===== src/rtl/shiftout_chain.sv =====
// Serial driver for 74HC595-style shift/latch chains: shifts a WIDTH-bit word
// out on serial_o/sclk_o, then pulses lclk_o and flags completion on done_o.
module shiftout_chain #(
  parameter int unsigned WIDTH       = 16,
  parameter int unsigned CLK_DIV     = 1,
  parameter int unsigned MSB_FIRST   = 0,
  parameter int unsigned LCLK_CYCLES = 1
) (
  input  logic             clk_i,
  input  logic             reset_i,
  input  logic [WIDTH-1:0] data_i,
  input  logic             valid_i,
  output logic             ready_o,
  output logic             serial_o,
  output logic             sclk_o,
  output logic             lclk_o,
  output logic             busy_o,
  output logic             done_o
);

  localparam int unsigned BW      = $clog2(WIDTH + 1);
  localparam int unsigned DIV_MAX = (CLK_DIV > LCLK_CYCLES) ? CLK_DIV : LCLK_CYCLES;
  localparam int unsigned CW      = ($clog2(DIV_MAX) > 0) ? $clog2(DIV_MAX) : 1;

  localparam logic [CW-1:0] DIV_LAST = CW'(CLK_DIV - 1);
  localparam logic [CW-1:0] LAT_LAST = CW'(LCLK_CYCLES - 1);
  localparam logic [BW-1:0] BIT_END  = BW'(WIDTH);

  typedef enum logic [1:0] {
    IDLE  = 2'd0,
    LOW   = 2'd1,
    HIGH  = 2'd2,
    LATCH = 2'd3
  } state_e;

  state_e           state_q, state_d;
  logic [WIDTH-1:0] shreg_q, shreg_d;
  logic [BW-1:0]    bit_cnt_q, bit_cnt_d;
  logic [CW-1:0]    div_cnt_q, div_cnt_d;
  logic [CW-1:0]    lat_cnt_q, lat_cnt_d;
  logic             serial_q, serial_d;
  logic             sclk_q, sclk_d;
  logic             lclk_q, lclk_d;
  logic             done_q, done_d;
  logic             cur_bit;

  always_ff @(posedge clk_i or posedge reset_i) begin
    if (reset_i) begin
      state_q   <= IDLE;
      shreg_q   <= '0;
      bit_cnt_q <= '0;
      div_cnt_q <= '0;
      lat_cnt_q <= '0;
      serial_q  <= 1'b0;
      sclk_q    <= 1'b0;
      lclk_q    <= 1'b0;
      done_q    <= 1'b0;
    end else begin
      state_q   <= state_d;
      shreg_q   <= shreg_d;
      bit_cnt_q <= bit_cnt_d;
      div_cnt_q <= div_cnt_d;
      lat_cnt_q <= lat_cnt_d;
      serial_q  <= serial_d;
      sclk_q    <= sclk_d;
      lclk_q    <= lclk_d;
      done_q    <= done_d;
    end
  end

  always_comb begin
    state_d   = state_q;
    shreg_d   = shreg_q;
    bit_cnt_d = bit_cnt_q;
    div_cnt_d = div_cnt_q;
    lat_cnt_d = lat_cnt_q;
    done_d    = 1'b0;

    case (state_q)
      IDLE: begin
        if (valid_i) begin
          shreg_d   = data_i;
          bit_cnt_d = '0;
          div_cnt_d = '0;
          state_d   = LOW;
        end
      end
      LOW: begin
        if (div_cnt_q == DIV_LAST) begin
          div_cnt_d = '0;
          state_d   = HIGH;
        end else begin
          div_cnt_d = div_cnt_q + CW'(1);
        end
      end
      HIGH: begin
        if (div_cnt_q == DIV_LAST) begin
          div_cnt_d = '0;
          shreg_d   = (MSB_FIRST != 0) ? (shreg_q << 1) : (shreg_q >> 1);
          bit_cnt_d = bit_cnt_q + BW'(1);
          if (bit_cnt_d == BIT_END) begin
            lat_cnt_d = '0;
            state_d   = LATCH;
          end else begin
            state_d = LOW;
          end
        end else begin
          div_cnt_d = div_cnt_q + CW'(1);
        end
      end
      LATCH: begin
        if (lat_cnt_q == LAT_LAST) begin
          lat_cnt_d = '0;
          done_d    = 1'b1;
          state_d   = IDLE;
        end else begin
          lat_cnt_d = lat_cnt_q + CW'(1);
        end
      end
      default: state_d = IDLE;
    endcase

    // Pin outputs are registered from the next state so they line up with state_q.
    cur_bit  = (MSB_FIRST != 0) ? shreg_d[WIDTH-1] : shreg_d[0];
    sclk_d   = (state_d == HIGH);
    lclk_d   = (state_d == LATCH);
    serial_d = 1'b0;
    if (state_d == LOW) begin
      serial_d = cur_bit;
    end else if (state_d == HIGH) begin
      serial_d = serial_q;
    end
  end

  assign ready_o  = (state_q == IDLE);
  assign busy_o   = ~ready_o;
  assign serial_o = serial_q;
  assign sclk_o   = sclk_q;
  assign lclk_o   = lclk_q;
  assign done_o   = done_q;

endmodule


===== config.mk =====
export PLATFORM = sky130hd
export DESIGN_NAME = shiftout_chain
export DESIGN_NICKNAME = d
export VERILOG_FILES = /design/src/rtl/shiftout_chain.sv
export SDC_FILE = /design/constraint.sdc
export NUM_CORES = 1
export LEC_CHECK = 0
export CAP_MARGIN = 30
export CELL_PAD_IN_SITES_DETAIL_PLACEMENT = 1
export CELL_PAD_IN_SITES_GLOBAL_PLACEMENT = 2
export CORE_MARGIN = 1
export CORE_UTILIZATION = 35
export CTS_BUF_LIST = sky130_fd_sc_hd__clkbuf_2 sky130_fd_sc_hd__clkbuf_4 sky130_fd_sc_hd__clkbuf_8
export CTS_CLUSTER_SIZE = 30
export DETAILED_ROUTE_END_ITERATION = 6
export PLACE_DENSITY_LB_ADDON = 0.1
export SLEW_MARGIN = 20
export SYNTH_ARGS = -nofsm -noshare
export SYNTH_HDL_FRONTEND = slang
export SYNTH_SLANG_ARGS = --single-unit

===== constraint.sdc =====
create_clock -name clk_i -period 2.4 [get_ports clk_i]
set_clock_uncertainty 0.15 [all_clocks]
set_input_delay 0.6 -clock clk_i [delete_from_list [all_inputs] [get_ports clk_i]]
set_output_delay 0.6 -clock clk_i [all_outputs]
set_load 0.01 [all_outputs]

==> metrics.yaml <==
portBuffers: 24
cts_sinks: 26
cp.required_ns: 1.65
hold_path_end: "shreg_q[4]$_DFFE_PP0P_"
path_clk_slew_ns: 0.14
final_core_utilization_pct: 46.6
cts_setup_buffers: 0
start_kind: "flop"
crit_fanout: 3
synth_compound_area_share_pct: 24.5
rsz0062_at_grt: "no"
finalHoldViolCount: 0
synth_xor_area_share_pct: 0
syn_inst: 120
period_share_pct: 94.4
core_um2: 3340
power_density_nw_per_um2: 1110
cp.arrival_ns: 1.51
synth-adder-area-share_pct: 1.02
peakVddDrop_mv: 0.606
r2r_cells: 5
drc: 0
drive_gt1_share_pct: 8.90
yosysMostFrequentCell: "dfrtp_1"
cts_buffers: 3
yosys-top-cells-area: "dfrtp_1 (53%), a22oi_1 (8.6%), o21ai_0 (5.7%), a21oi_1 (3.7%), nand2_1 (3.7%)"
cts.repair.resized: 0
ys_seq_area_share_pct: 53.1
clock_latency_ns: 0.33
status: "finished clean"
die_y_um: 61.2
reg2reg_slack_ns: 0.65
clock-root-buffer: "clkbuf_4"
timing.final.crit_period_ns: 2.26
die_x_um: 61.2
r2r-start: "state_q[1]$_DFF_PP0_"
ys.flop_type: "dfrtp_1"
setup_violations: 0
nets: 168
slew_viol_final: 0
routedWlPerCell_um: 15.3
whs_ns: 0.358
synth_commonest_cells: "dfrtp_1 (26), a22oi_1 (14), o21ai_0 (14)"
setup_tns_ns: 0
r2r-end: "bit_cnt_q[4]$_DFFE_PP0P_"
worstHoldPathCells: 2
synth_top_family_by_area: "compound AO/OA/AOI/OAI gates"
synth_area_per_cell_um2: 10.2
io_pins: 25
synth_top_area_share_pct: 53.1
synth.area.mux_share_pct: 0.817
clk_path_buf_depth: 2
num_rows: 21
tritoncts: "yes"
grt_use_total_pct: 17.7
initialDrtViolationCount: 43
grt_max_degree: 27
routed_wl_um: 2930
grt_pass1_vias: 1012
diodes: 0
ys_seq_elements: 26
synth_top_cell_by_area: "dfrtp_1"
relSlewSlack_pct: 64.8
synth_edf_count: 0
ys_types: 31
via_per_inst: 5.23
grt_pass1_wl_um: 4770
maxCapViolCount: 0
nFillCells: 383
p_leak_nw: 0.659
end_kind: "output pin"
crit_type: "flop to output pin"
grt_overflow: 0
htree_levels: 1
start_util_pct: 36.7
area_growth_syn_to_layout_pct: 27.1
finalWeightedCongestion: 0.679
synth_nets: 140
synthArstFlopShare_pct: 100
synth_area_um2: 1220
via_count: 1005
hold_class: "flop to flop"
max_freq_mhz: 442
tightest_slew_ns: 0.527
hold_buffers: 0
antenna_found_initial: 0
die-area_um2: 3740
synth_warnings: 0
drt.antenna.violating_nets: 0
dp_hpwl_um: 2060
power_mw: 1.73
drtPass1Iterations: 4
min_from: "shreg_q[4]$_DFFE_PP0P_"
synth_simple_gate_area_share_pct: 16.2
how the worst max path moves through the flow:
stage / startpoint / end / slack, ns
4_1_cts: state_q[1]$_DFF_PP0_ / ready_o / 0.12
5_1_grt: state_q[1]$_DFF_PP0_ / ready_o / 0.07
2_1_floorplan: state_q[0]$_DFF_PP0_ / busy_o / 0.72
6_report: state_q[1]$_DFF_PP0_ / ready_o / 0.14
3_3_place_gp: valid_i / shreg_q[6]$_DFFE_PP0P_ / 0.29
3_5_place_dp: valid_i / shreg_q[11]$_DFFE_PP0P_ / 0.27
worst max-delay path, stage by stage, from the launching register on:
cell	delay, ns
dfrtp_1	0.40
nor2_1	0.22
clkdlybuf4s50_1	0.58
layout make-up:
cell class	count	area (um^2)	area share (%)
repair buffers	31	293	18.8
well taps	46	57.6	3.70
multi-input cells	83	522	33.5
flip-flops and latches	26	651	41.8
inverters	3	11.3	0.723
clock buffers	3	22.5	1.45
flip-flops by register name (all words and copies together) (netlist names):
name	cells
shreg_q	15
bit_cnt_q	5
state_q	2
done_o	1
lclk_o	1
sclk_o	1
serial_o	1
stage by stage:
step	area, um^2	cells	worst slack (ns)
CTS	1560	192	0.115
global route	1560	192	0.0687
global placement	1530	189	0.290
detailed placement	1530	189	0.274
finish	1560	192	0.135
floorplan	1220	120	0.721
report_power, final:
part	internal (mW)	leakage (nW)	switching, mW
Combinational	0.367	0.314	0.398
Sequential	0.628	0.331	0.149
Clock	0.0589	0.0138	0.127
Total	1.05	0.659	0.673
cell families (layout without fill, tap and decap cells):
| logic type | Yosys count | in the layout |
|---|---|---|
| compound gates | 47 | 47 |
| buf+inv | 11 | 37 |
| simple gates | 34 | 34 |
| mux | 1 | 1 |
| fa+ha+maj | 1 | 1 |
| flops | 26 | 26 |
cells in the final DEF (no fill, tap or decap), types with 4 or more instances in the layout:
cell and instances:
nor2b_1 4, buf_4 7, dfrtp_1 26, o21ai_0 14, nand2_1 12, a21oi_1 9, clkdlybuf4s50_1 24, and2b_1 5
a22oi_1 14
per-layer routing:
metal | up-vias | part of all wire [%] | routed length [um] | track usage, %
met5 | - | 0 | 0 | 0
met4 | 0 | 1.4 | 41 | 6.82
met3 | 4 | 3.0 | 87 | 3.15
met2 | 13 | 48 | 1420 | 28.7
met1 | 503 | 47 | 1390 | 23.6
li1 | 485 | - | - | -
Note: power is estimated with default switching activity, not from simulation.
